[src/rtl/cnn_acc_adder.sv]
// Two-stage signed lane adder with optional packet accumulation and a
// saturating or wrapping XLEN result held in a stall-aware output register.
`ifndef CNN_XLEN
`define CNN_XLEN 16
`endif

module cnn_acc_adder #(
  parameter int unsigned XLEN  = `CNN_XLEN,
  parameter int unsigned LANES = 4,
  parameter int unsigned SAT   = 1
) (
  input  logic                  clock,
  input  logic                  reset_n,
  input  logic                  in_valid,
  output logic                  in_ready,
  input  logic [LANES*XLEN-1:0] in_data,
  input  logic                  in_acc,
  input  logic                  in_last,
  output logic                  out_valid,
  input  logic                  out_ready,
  output logic [XLEN-1:0]       out_data,
  output logic                  out_ovf
);

  localparam int unsigned LG = $clog2(LANES);
  localparam int unsigned SW = XLEN + LG;
  localparam int unsigned TW = SW + 1;
  localparam int unsigned HW = TW - XLEN + 1;

  logic                   stall_c;
  logic signed [SW-1:0]   lane_sum_c;
  logic signed [TW-1:0]   t_c;
  logic        [HW-1:0]   hi_c;
  logic                   ovf_c;
  logic                   end_c;
  logic signed [XLEN-1:0] res_c;

  logic                   s1_valid_q, s1_valid_d;
  logic signed [SW-1:0]   s1_sum_q,   s1_sum_d;
  logic                   s1_acc_q,   s1_acc_d;
  logic                   s1_last_q,  s1_last_d;
  logic signed [XLEN-1:0] acc_q,      acc_d;
  logic                   stk_q,      stk_d;
  logic                   out_valid_q, out_valid_d;
  logic        [XLEN-1:0] out_data_q,  out_data_d;
  logic                   out_ovf_q,   out_ovf_d;

  assign stall_c   = out_valid_q && !out_ready;
  assign in_ready  = !stall_c;
  assign out_valid = out_valid_q;
  assign out_data  = out_data_q;
  assign out_ovf   = out_ovf_q;

  // Exact sum of all lanes; LG guard bits make it overflow-free
  always_comb begin
    lane_sum_c = '0;
    for (int unsigned k = 0; k < LANES; k++) begin
      lane_sum_c = lane_sum_c + SW'($signed(in_data[k*XLEN +: XLEN]));
    end
  end

  always_comb begin
    s1_valid_d = s1_valid_q;
    s1_sum_d   = s1_sum_q;
    s1_acc_d   = s1_acc_q;
    s1_last_d  = s1_last_q;
    if (!stall_c) begin
      s1_valid_d = in_valid;
      if (in_valid) begin
        s1_sum_d  = lane_sum_c;
        s1_acc_d  = in_acc;
        s1_last_d = in_last;
      end
    end
  end

  // Accumulate, range-check against the XLEN signed range, then clamp or wrap
  always_comb begin
    t_c   = TW'(acc_q) + TW'(s1_sum_q);
    hi_c  = t_c[TW-1:XLEN-1];
    ovf_c = !((&hi_c) || !(|hi_c));
    if ((SAT != 0) && ovf_c) begin
      res_c = t_c[TW-1] ? {1'b1, {(XLEN-1){1'b0}}} : {1'b0, {(XLEN-1){1'b1}}};
    end else begin
      res_c = t_c[XLEN-1:0];
    end
    end_c = !s1_acc_q || s1_last_q;

    acc_d       = acc_q;
    stk_d       = stk_q;
    out_valid_d = out_valid_q;
    out_data_d  = out_data_q;
    out_ovf_d   = out_ovf_q;
    if (!stall_c) begin
      out_valid_d = 1'b0;
      if (s1_valid_q) begin
        if (end_c) begin
          out_valid_d = 1'b1;
          out_data_d  = res_c;
          out_ovf_d   = stk_q || ovf_c;
          acc_d       = '0;
          stk_d       = 1'b0;
        end else begin
          acc_d = res_c;
          stk_d = stk_q || ovf_c;
        end
      end
    end
  end

  always_ff @(posedge clock) begin
    if (!reset_n) begin
      s1_valid_q  <= 1'b0;
      s1_sum_q    <= '0;
      s1_acc_q    <= 1'b0;
      s1_last_q   <= 1'b0;
      acc_q       <= '0;
      stk_q       <= 1'b0;
      out_valid_q <= 1'b0;
      out_data_q  <= '0;
      out_ovf_q   <= 1'b0;
    end else begin
      s1_valid_q  <= s1_valid_d;
      s1_sum_q    <= s1_sum_d;
      s1_acc_q    <= s1_acc_d;
      s1_last_q   <= s1_last_d;
      acc_q       <= acc_d;
      stk_q       <= stk_d;
      out_valid_q <= out_valid_d;
      out_data_q  <= out_data_d;
      out_ovf_q   <= out_ovf_d;
    end
  end

endmodule

[config.mk]
export PLATFORM = sky130hd
export DESIGN_NAME = cnn_acc_adder
export DESIGN_NICKNAME = d
export VERILOG_FILES = /design/src/rtl/cnn_acc_adder.sv
export SDC_FILE = /design/constraint.sdc
export NUM_CORES = 1
export LEC_CHECK = 0
export CORE_MARGIN = 1.5
export CORE_UTILIZATION = 58
export CTS_CLUSTER_DIAMETER = 60
export DETAILED_ROUTE_END_ITERATION = 6
export PLACE_DENSITY = 0.85
export SYNTH_ARGS = -nofsm -noshare
export SYNTH_HDL_FRONTEND = slang
export SYNTH_SLANG_ARGS = --single-unit
[constraint.sdc]
create_clock -name clock -period 5.3 [get_ports clock]
set_input_delay 0.53 -clock clock [delete_from_list [all_inputs] [get_ports clock]]
set_output_delay 0.53 -clock clock [all_outputs]
set_load 0.01 [all_outputs]
After elaboration in Yosys (flattened, before gate mapping)
Cells that the tools add are included.
- add/subtract/negate cells: 4
- reductions and logical operators: 14
- div/mod/pow operators: 0
- muxes and demuxes: 6
- shift operators: 0
- bitwise gates (word level): 1
- order comparisons: 0
- eq/ne operators: 0
- $mul: 0
- operators by type and width (kind ; count):
    $mux 16 ; 3
    $add 16x18->19 ; 1
    $add 17x16->18 ; 1
    $add 18x16->18 ; 1
    $add 16x16->17 ; 1
    $logic_not 1->1 ; 5
    $reduce_and 2->1 ; 2
    $reduce_and 4->1 ; 1
    $reduce_or 4->1 ; 1
    $logic_or 1x1->1 ; 3
    $mux 1 ; 3
    $reduce_and 3->1 ; 1
    $logic_and 1x1->1 ; 1
    $not 1->1 ; 1
- ROM bits: 0
- RAM bits: 0
- register bits after elaboration: 56
- memories: 0
- bits of input ports: 70
- logic and storage cells: 34
- bits in latches: 0

Longest topological paths before layout
Gate-level depths: netlist of the first run.
- depth in word-level cells: 7
- mapped depth: 14
- mapped depth without buffers: 14

Worst setup path after synthesis of the first run
Ideal clock, no wire load.
- path type: input-to-reg
- from: in in_data[1]
- to: reg s1_sum_q[17]
- stages on the path: 13
- buffers on the path: 0
- slack: 1.704 ns
- library setup time: 0.120 ns
- arrival time: 3.476 ns
- cells stage by stage: fa_1 fa_1 ha_1 fa_1 a21o_1 a21oi_1 o21a_1 o211ai_1 nand2_1 o21ai_0 a21oi_1 nor2_1 o31a_1
- cells in the longest elaborated chain, start to end: 3
- RTL lines (item ; RTL line ; text):
    start: declaration ; 16 ; input logic [LANES*XLEN-1:0] in_data,
    $add 16x16->17 ; 58 ; lane_sum_c = lane_sum_c + SW'($signed(in_data[k*XLEN +: XLEN]));
    $add 17x16->18 ; 58 ;
    $add 18x16->18 ; 58 ;
    end signal: assignment ; 124 ; s1_sum_q <= s1_sum_d;
    end: declaration ; 39 ; logic signed [SW-1:0] s1_sum_q, s1_sum_d;
No other way between the ends.
A chain may end at the register's enable or synchronous reset.

Final worst setup path of the first run
Same ends and word-level chain as after synthesis.

==> impl_metrics.ini, run 1 <==
[synthesis]
asyncSetResetFlopFracSynth_pct = 0
postSynthCellCount = 569
synth_top_cell_area_share_pct = 23.8
synth.top_cells.by_area = sky130_fd_sc_hd__dfxtp_1, sky130_fd_sc_hd__fa_1, sky130_fd_sc_hd__ha_1, sky130_fd_sc_hd__inv_1, sky130_fd_sc_hd__nand2_1
synth_top_area_cell = sky130_fd_sc_hd__dfxtp_1
synth_enable_flop_cells = 0
yosysSeqAreaShare_pct = 23.8
yosysWarnings = 0
syn_avg_cell_area_um2 = 8.26
post_synth_num_cell_types = 60
postSynthNetCount = 708
ys_seq_elements = 56
synth_ff_type = sky130_fd_sc_hd__dfxtp_1
syn-cell-area_um2 = 4700

[clocking]
worstSkewPairLatency_ns = 0.31
cts_resizes = 0
hold_buffers = 0
cts-buffers-inserted = 5
clk_root_buffer_cell = sky130_fd_sc_hd__clkbuf_8
post_cts_buffers = 0
cts_tree = yes
htree_levels = 2
clock_tree.buffer_depth = 2
clk_pin_slew_ns = 0.10
clock_net_sink_count = 56

[route]
wl_per_cell_um = 14.4
vias_per_cell = 5.49
drt_wl_total_mm = 10.9
dr.first_iter.drc_count = 146
antenna_violating_nets_post_route = 0
pre_repair_dr_iteration_count = 4
via_count = 4147
drt_drc_violations_left = 0

[global_routing]
met2_usage_pct = 50.5
first_global_vias = 4289
global_route.usage.met3_pct = 3.17
grt_first_pass_wirelength_mm = 18.4
grt-ovfl-total = 0
antenna_found_initial = 0
grt.total_usage_pct = 26.4
gr-max-usage-layer = met2
grt_start_max_net_pins = 35
met1_usage_pct = 30.5

[run]
drv.max_cap_violation_count = 0

[sta]
holdWs_ns = 0.448
fin_max_slew_vios = 0
grt_setup_unrepaired = false
relSlewSlack_pct = 25.2
timing.fmax_mhz = 237
worst-slew-pin-transition_ns = 1.12
number_of_hold_slack_violations_in_the_final_timing_report = 0
clock-skew-final_ns = 0.00522
worst_slack_setup_final_ns = 1.08
period_needed_ns = 4.22
timing.setup.tns_ns = 0
layout_worst_path_cycle_share_pct = 79.7
finalSetupViolations = 0

[setup_path]
critPathKind = in2reg
worst_endpoint_data_arrival_time_ns = 4.48
reg2reg_depth = 12
path_max_fanout = 3
regToRegEndpoint = out_data[2]
regToRegSetupSlack_ns = 2.11
regToRegStartpoint = acc_q[0]
worst_ep_required_time_ns = 5.56
cp-start-kind = primary input
setup.worst_path.end_class = flop

[final_layout]
area.growth.synth_to_final_pct = 22.5
filler_cell_count = 600
antennaDiodeCount = 0
layout-drive-gt1-share_pct = 4.29
nNetsFinal = 791
post_layout_nonfiller_instances = 755

[placed_design]
place.detailed.instances = 747
place.detailed.hpwl_mm = 9.11
gp_congestion = 0.902
dpl_worst_slack_ns = 0.885
numPortBuffers = 88

[power]
power_switching_share_pct = 40.8
leakagePower_nw = 2.59
internal_power_w = 0.000968
power.clock.fraction_pct = 15.3
pwr_density_cell_nw_per_um2 = 284
comb_power_share_pct = 53.3
net-switching-power_w = 0.000666
worst_ir_drop_vdd_v = 0.000143
p_seq_share_pct = 31.4

[min_path]
min_path_cells = 2
holdCritPathClass = reg2reg
timing.hold.worst.start = out_data[3]
timing.hold.worst_endpoint = out_data[3]

[floorplanning]
floorplan.io_pins = 89
core_area_um2 = 7770
design.die.area_um2 = 8650
die_x_um = 93.0
initial_core_util_pct = 60.5
die_span_in_y_um = 93.0
fp-row-count = 32

[run_status]
status = finished clean
## synth_stat cells, types with 9 or more instances
cell type                  number
sky130_fd_sc_hd__fa_1          34
sky130_fd_sc_hd__and2_1        14
sky130_fd_sc_hd__clkbuf_1      11
sky130_fd_sc_hd__nand3_1       12
sky130_fd_sc_hd__o21ai_1       14
sky130_fd_sc_hd__xor2_1         9
sky130_fd_sc_hd__dfxtp_1       56
sky130_fd_sc_hd__a221o_1       10
sky130_fd_sc_hd__ha_1          35
sky130_fd_sc_hd__o21ai_0       29
sky130_fd_sc_hd__nor2_1        31
sky130_fd_sc_hd__nand2_1       65
sky130_fd_sc_hd__xnor2_1       16
sky130_fd_sc_hd__a21oi_1       31
sky130_fd_sc_hd__inv_1        105
## layer usage
metal / vias to the layer above / part of all wire, % / wire (um)
li1: 2053 / - / -
met1: 1947 / 42 / 4590
met2: 128 / 52 / 5650
met3: 19 / 3.9 / 422
met4: 0 / 1.8 / 193
met5: - / 0 / 0
## kinds of logic after synthesis
group | share of synthesized area, %
AND/OR/NAND/NOR | 15.1
AO/OA/AOI/OAI | 21.6
buffers and inverters | 9.48
adder cells (fa/ha/maj) | 23.8
flip-flops | 23.8
XOR/XNOR | 5.94
multiplexers | 0.213
## power by group through the flow
stage / Combinational (W) / Clock, W / Sequential (W)
after detailed placement: 0.000859 / 0 / 0.000523
final: 0.000871 / 0.000250 / 0.000513
after global placement: 0.000821 / 0 / 0.000520
after CTS: 0.000863 / 0.000251 / 0.000513
after global routing: 0.000973 / 0.000268 / 0.000519
after floorplan: 0.000633 / 0 / 0.000511
## cell type report
type / count / area (um2) / share of cell area, %
clock buffers: 7 / 86.3 / 1.50
clock inverters: 1 / 7.51 / 0.130
inverters: 105 / 394 / 6.84
multi-input cells: 395 / 3130 / 54.4
flip-flops and latches: 56 / 1120 / 19.5
well taps: 102 / 128 / 2.22
repair buffers: 89 / 888 / 15.4
## sequential cells by signal, indices dropped and copies added (netlist names)
| signal | count |
|---|---|
| s1_last_q | 1 |
| stk_q | 1 |
| acc_q | 16 |
| s1_valid_q | 1 |
| out_ovf | 1 |
| out_valid | 1 |
| out_data | 16 |
| s1_sum_q | 18 |
| s1_acc_q | 1 |
## layout by cell type (no fill, tap or decap), types with 3 or more instances in the layout
master	n
sky130_fd_sc_hd__a21oi_1	31
sky130_fd_sc_hd__o211ai_1	3
sky130_fd_sc_hd__nor2_2	3
sky130_fd_sc_hd__a31oi_1	3
sky130_fd_sc_hd__nand2_1	65
sky130_fd_sc_hd__a21o_1	8
sky130_fd_sc_hd__inv_1	105
sky130_fd_sc_hd__o21ai_0	29
sky130_fd_sc_hd__clkbuf_8	6
sky130_fd_sc_hd__fa_1	34
sky130_fd_sc_hd__nor3_1	5
sky130_fd_sc_hd__a221o_1	10
sky130_fd_sc_hd__xor2_1	9
sky130_fd_sc_hd__clkdlybuf4s50_1	88
sky130_fd_sc_hd__and2_1	14
sky130_fd_sc_hd__xnor2_1	16
sky130_fd_sc_hd__a32o_1	3
sky130_fd_sc_hd__nor2_1	31
sky130_fd_sc_hd__o31a_1	3
sky130_fd_sc_hd__o21bai_1	5
sky130_fd_sc_hd__a21boi_0	8
sky130_fd_sc_hd__ha_1	35
sky130_fd_sc_hd__and3_1	3
sky130_fd_sc_hd__nand3_1	12
sky130_fd_sc_hd__nand2b_1	3
sky130_fd_sc_hd__dfxtp_1	56
sky130_fd_sc_hd__o21ai_1	14
sky130_fd_sc_hd__o21a_1	4
sky130_fd_sc_hd__nor2b_1	5
## worst max path at each step
stage	startpoint	slack [ns]	cells past startpoint	endpoint
after global routing	in_data[1]	0.91	14	s1_sum_q[17]
after detailed placement	in_data[1]	0.89	14	s1_sum_q[17]
after global placement	in_data[1]	1.10	14	s1_sum_q[17]
final	in_data[1]	1.08	14	s1_sum_q[17]
after floorplan	in_data[1]	1.70	13	s1_sum_q[17]
after CTS	in_data[1]	1.20	14	s1_sum_q[17]
## stage by stage
stage / total power, W / util (%) / instance area, um2
2_1_floorplan: 0.00114 / - / 4700
3_3_place_gp: 0.00134 / 72.9 / 5670
3_5_place_dp: 0.00138 / 72.9 / 5670
4_1_cts: 0.00163 / 74.1 / 5760
5_1_grt: 0.00176 / 74.1 / 5760
6_report: 0.00163 / 74.1 / 5760
## critical path: stages
cell	delay (ns)
sky130_fd_sc_hd__clkdlybuf4s50_1	0.44
sky130_fd_sc_hd__fa_1	0.58
sky130_fd_sc_hd__fa_1	0.42
sky130_fd_sc_hd__ha_1	0.25
sky130_fd_sc_hd__fa_1	0.41
sky130_fd_sc_hd__a21o_1	0.20
sky130_fd_sc_hd__a21oi_1	0.28
sky130_fd_sc_hd__o21a_1	0.19
sky130_fd_sc_hd__o211ai_1	0.13
sky130_fd_sc_hd__nand2_1	0.13
sky130_fd_sc_hd__o21ai_0	0.13
sky130_fd_sc_hd__a21oi_1	0.24
sky130_fd_sc_hd__nor4b_1	0.38
sky130_fd_sc_hd__o31a_1	0.18
Power figures use the tool's default switching activity.
==> inputs of run 2 (changes only) <==
Settings changed: CORE_UTILIZATION 58 to 48, PLACE_DENSITY 0.85 to 0.74.
Clock period 5.3 ns to 3.4 ns, I/O delays scaled along.
==> run 2 against run 1 <==
Die area is 20% higher; clock skew up 0.0031 ns; first-iteration DRC count is 7.5% lower; largest power group unchanged; via count fell by 0.36%; hold slack got worse by 0.00058 ns; critical endpoint unchanged.
==> impl_metrics.ini, run 2 (synthesized netlist as in run 1, its figures left out) <==
[global_routing]
met1_usage_pct = 25.7
grt-ovfl-total = 0
met2_usage_pct = 40.6
antenna_found_initial = 0
grt_first_pass_wirelength_mm = 17.9
gr-max-usage-layer = met2
grt_start_max_net_pins = 31
global_route.usage.met3_pct = 2.46
first_global_vias = 4099
grt.total_usage_pct = 21.4

[power]
leakagePower_nw = 2.88
worst_ir_drop_vdd_v = 0.000163
pwr_density_cell_nw_per_um2 = 463

[final_layout]
util_after_layout_pct = 67.1
area_of_all_sequential_standard_cells_um2 = 1120
layout_commonest_cell = sky130_fd_sc_hd__inv_1
top_register = s1_sum_q
antennaDiodeCount = 0
largest_register_ffs = 18
layout-drive-gt1-share_pct = 14.5
filler_cell_count = 799
mostFrequentLayoutCells = sky130_fd_sc_hd__inv_1, sky130_fd_sc_hd__clkdlybuf4s50_1, sky130_fd_sc_hd__nand2_1
nNetsFinal = 826
area.growth.synth_to_final_pct = 33.8
area_occupied_by_multi_input_gates_um2 = 3340

[run_status]
status = finished clean

[clocking]
cts_tree = yes
worstSkewPairLatency_ns = 0.31
clk_pin_slew_ns = 0.10
cts-buffers-inserted = 5
clk_root_buffer_cell = sky130_fd_sc_hd__clkbuf_8
clock_net_sink_count = 56
clock_tree.buffer_depth = 2
htree_levels = 2

[sta]
worst_slack_setup_final_ns = 0.111
number_of_hold_slack_violations_in_the_final_timing_report = 0
layout_worst_path_cycle_share_pct = 96.7
worst-slew-pin-transition_ns = 0.942
grt_setup_unrepaired = true
finalSetupViolations = 0
timing.fmax_mhz = 304
relSlewSlack_pct = 37.1
period_needed_ns = 3.29
fin_max_slew_vios = 0
clock-skew-final_ns = 0.00835

[setup_path]
worst_endpoint_data_arrival_time_ns = 3.50
cp-start-kind = primary input
critPathKind = in2reg
worstPathBufferInverterCount = 3
max_stage_delay_ns = 0.52
path_max_fanout = 5
critical-path-top-delay-family = adder cells
worst_ep_required_time_ns = 3.61
setup.worst_path.end_class = flop
crit_chain = clkdlybuf4s50_1 > inv_1 > fa_1 > fa_1 > inv_1 > ha_4 > nand4_1 > a21o_1 > o211ai_1 > nand2_1 > o21ai_2 > a21oi_2 > nor4b_4 > o31a_1
crit_slowest_cell = sky130_fd_sc_hd__fa_1

[floorplanning]
design.die.area_um2 = 10400
core_area_um2 = 9370
die_x_um = 102
floorplan.io_pins = 89
die_span_in_y_um = 102
fp-row-count = 35
initial_core_util_pct = 50.2

[route]
vias_per_cell = 5.06
dr.first_iter.drc_count = 135
via_count = 4132
pre_repair_dr_iteration_count = 4
wl_per_cell_um = 12.9
drt_wl_total_mm = 10.6
antenna_violating_nets_post_route = 0
drt_drc_violations_left = 0

[placed_design]
gp_congestion = 0.880
place.detailed.hpwl_mm = 8.62
numPortBuffers = 88
dpl_worst_slack_ns = -0.738

[run]
drv.max_cap_violation_count = 0

[min_path]
holdCritPathClass = reg2reg
## run 2: changes by cell type in the layout (fill, tap and decap cells not counted), sizes merged, moves of 2 or more
| cell | previous run | this run |
|---|---|---|
| clkdlybuf4s15 | 0 | 2 |
| clkdlybuf4s50 | 88 | 75 |
| dlymetal6s2s | 0 | 10 |
| buf | 1 | 36 |
## run 2: worst reg2reg max path, cell delays in order, from the launching register on
cell	delay, ns
sky130_fd_sc_hd__dfxtp_1	0.35
sky130_fd_sc_hd__ha_1	0.21
sky130_fd_sc_hd__inv_1	0.07
sky130_fd_sc_hd__fa_1	0.41
sky130_fd_sc_hd__nor2b_1	0.16
sky130_fd_sc_hd__o31a_1	0.22
sky130_fd_sc_hd__a21oi_2	0.12
sky130_fd_sc_hd__a211oi_2	0.25
sky130_fd_sc_hd__a2bb2oi_2	0.42
sky130_fd_sc_hd__o31ai_4	0.22
sky130_fd_sc_hd__nor2_2	0.41
sky130_fd_sc_hd__nor2_1	0.09
sky130_fd_sc_hd__o21ai_1	0.14
## run 2: layer usage
layer / vias up / routed length, um
li1: 2118 / -
met1: 1901 / 4630
met2: 101 / 5460
met3: 12 / 350
met4: 0 / 134
met5: - / 0
## run 2: worst paths after layout
path | startpoint | endpoint | slack (ns) | depth (start not counted)
worst max-delay path | in_data[41] | s1_sum_q[17] | 0.11 | 14
worst min-delay path | out_data[8] | out_data[8] | 0.45 | 2
worst max register to register | acc_q[0] | out_data[7] | 0.26 | 12
worst min register to register | out_data[8] | out_data[8] | 0.45 | 2
## run 2: final cells by class
type                            instances  share of cell area (%)
Tap cell                              129                    2.57
Clock inverter                          2                   0.219
Inverter                              105                    6.27
Sequential cell                        56                    17.8
Multi-Input combinational cell        395                    53.1
Timing Repair Buffer                  124                    18.7
Clock buffer                            6                    1.31
## run 2: metrics by stage
stage	hold WS (ns)	area, um2	TNS (ns)	total power [W]	cells
after floorplan	0.429	4700	0	0.00179	569
after global placement	0.431	5910	-4.03	0.00225	801
after detailed placement	0.435	5910	-5.20	0.00229	801
after CTS	0.450	6140	0	0.00280	816
after global routing	0.470	6290	-0.0831	0.00316	817
final	0.447	6290	0	0.00291	817
## run 2: power by group
part	total, W	switching (W)	internal [W]
Combinational	0.00174	0.000867	0.000870
Clock	0.000386	0.000219	0.000167
Sequential	0.000792	0.0000531	0.000739
## run 2: timing repair
action                     CTS  global route
setup endpoints to repair    9            10
setup buffers                7             1
hold buffers                 0             0
resized for setup           23            36
pin swaps                   23            41
==> inputs of run 3 (changes only) <==
Settings changed: CORE_UTILIZATION 48 to 25, PLACE_DENSITY 0.74 to 0.43, REMOVE_ABC_BUFFERS set to 1.
==> run 3 against run 2 <==
Count of clock-buffer cells in the layout down 1; via count shrank 1.8%; largest power group unchanged; flip-flop and latch count is the same; clock skew fell by 0.0031 ns; core utilization shrank 32 points; clock power up 43%; fmax decreased by 0.81%; critical path depth stayed put; hold slack got worse by 0.0056 ns; register-to-register slack improved by 0.08 ns.
==> impl_metrics.ini, run 3 (synthesized netlist as in run 1, its figures left out) <==
[run_status]
status = finished clean

[setup_path]
worst_endpoint_data_arrival_time_ns = 3.51
critPathKind = in2reg
cp-start-kind = primary input
worst_ep_required_time_ns = 3.60
regToRegSetupSlack_ns = 0.34
path_max_fanout = 2
setup.worst_path.end_class = flop

[final_layout]
nNetsFinal = 822
filler_cell_count = 1880
layout-drive-gt1-share_pct = 15.1
area.growth.synth_to_final_pct = 37.7
top_register = s1_sum_q
layout_commonest_cell = sky130_fd_sc_hd__inv_1
largest_register_ffs = 18
mostFrequentLayoutCells = sky130_fd_sc_hd__inv_1, sky130_fd_sc_hd__clkdlybuf4s50_1, sky130_fd_sc_hd__nand2_1
post_layout_nonfiller_instances = 913
antennaDiodeCount = 0

[global_routing]
antenna_found_initial = 0
grt_start_max_net_pins = 28
first_global_vias = 4105
grt_first_pass_wirelength_mm = 19.2
grt-ovfl-total = 0
grt.total_usage_pct = 11.8

[sta]
worst_slack_setup_final_ns = 0.0845
relSlewSlack_pct = 38.5
worst-slew-pin-transition_ns = 0.920
clock-skew-final_ns = 0.00527
period_needed_ns = 3.32
number_of_hold_slack_violations_in_the_final_timing_report = 0
timing.fmax_mhz = 302
grt_setup_unrepaired = true
finalSetupViolations = 0
fin_max_slew_vios = 0
layout_worst_path_cycle_share_pct = 97.5

[clocking]
clock_tree.buffer_depth = 2
clock_net_sink_count = 56
clk_pin_slew_ns = 0.08
cts-buffers-inserted = 5
clk_root_buffer_cell = sky130_fd_sc_hd__clkbuf_16
worstSkewPairLatency_ns = 0.30
htree_levels = 2
cts_tree = yes
hold_buffers = 0

[placed_design]
dpl_worst_slack_ns = -0.714
place.detailed.instances = 901
numPortBuffers = 88
place.detailed.hpwl_mm = 9.05
gp_congestion = 0.842

[floorplanning]
die_x_um = 140
design.die.area_um2 = 19600
floorplan.io_pins = 89
core_area_um2 = 18200
fp-row-count = 49
initial_core_util_pct = 25.8
die_span_in_y_um = 140

[route]
drt_wl_total_mm = 11.1
vias_per_cell = 4.44
route.layer.met1.wl_mm = 5.44
detail_route_met3_wl_um = 339
via_count = 4056
drt_drc_violations_left = 0
wl_per_cell_um = 12.1
dr.first_iter.drc_count = 146
pre_repair_dr_iteration_count = 4
route.top_layer_used = met4
dr_wl_met2_mm = 5.16
antenna_violating_nets_post_route = 0

[run]
drv.max_cap_violation_count = 0

[power]
leakagePower_nw = 2.91
pwr_density_cell_nw_per_um2 = 472
worst_ir_drop_vdd_v = 0.000152

[min_path]
holdCritPathClass = reg2reg
==> run 3: cell count changes in the layout (fill, tap and decap cells not counted), sizes merged <==
| cell | change |
|---|---|
| dlygate4sd2 | +2 |
| buf | -4 |
| clkdlybuf4s50 | -8 |
| clkinvlp | +1 |
| clkdlybuf4s15 | +1 |
| dlymetal6s2s | +4 |
==> run 3: timing repair <==
action / 4_1_cts / 5_1_grt
buffers inserted: 3 / 2
resized for setup: 30 / 48
setup endpoints to repair: 11 / 21
pin swaps: 30 / 40
hold endpoints to repair: 0 / 0
==> run 3: critical path: stages <==
cell,delay [ns]
sky130_fd_sc_hd__clkdlybuf4s50_1,0.46
sky130_fd_sc_hd__inv_1,0.06
sky130_fd_sc_hd__fa_1,0.49
sky130_fd_sc_hd__fa_1,0.51
sky130_fd_sc_hd__inv_1,0.06
sky130_fd_sc_hd__ha_4,0.26
sky130_fd_sc_hd__inv_1,0.04
sky130_fd_sc_hd__o21a_1,0.20
sky130_fd_sc_hd__o211ai_1,0.24
sky130_fd_sc_hd__nand2_1,0.12
sky130_fd_sc_hd__o21ai_2,0.18
sky130_fd_sc_hd__a21oi_2,0.08
sky130_fd_sc_hd__nor4b_2,0.15
sky130_fd_sc_hd__o31a_1,0.32
==> run 3: per-layer routing <==
layer,up-vias,global-route usage [%]
li1,2112,-
met1,1853,15.8
met5,-,0
met3,10,1.54
met4,0,2.83
met2,81,20.3
==> run 3: area by class of cell <==
cell class | count | area (um2) | area share (%)
clock buffer | 5 | 125 | 1.93
clock inverter | 3 | 27.5 | 0.425
tap | 229 | 287 | 4.43
inverter | 105 | 394 | 6.09
timing repair buffer | 120 | 1150 | 17.7
sequential | 56 | 1120 | 17.3
multi-input combinational | 395 | 3370 | 52.1
==> run 3: per-stage QoR <==
step	util (%)	cell area (um2)	TNS (ns)	total power, W	hold slack, ns
floorplan	-	4650	-0.00593	0.00178	0.429
global route	35.6	6470	-0.0439	0.00333	0.468
global placement	33.1	6030	-5.49	0.00229	0.431
finish	35.6	6470	0	0.00305	0.442
detailed placement	33.1	6030	-5.97	0.00231	0.435
CTS	34.5	6290	0	0.00297	0.446
==> run 3: final timing paths <==
check,startpoint,to,cells after the start
min reg2reg,out_ovf,out_ovf,2
min,out_ovf,out_ovf,2
max reg2reg,s1_sum_q[0],acc_q[8],11
max,in_data[37],s1_sum_q[17],14
==> run 3: where the power goes <==
group / internal (W) / leakage [nW] / switching (W)
clock network: 0.000281 / 0.0719 / 0.000272
logic: 0.000850 / 2.39 / 0.000860
registers: 0.000739 / 0.456 / 0.0000521
total: 0.00187 / 2.91 / 0.00118
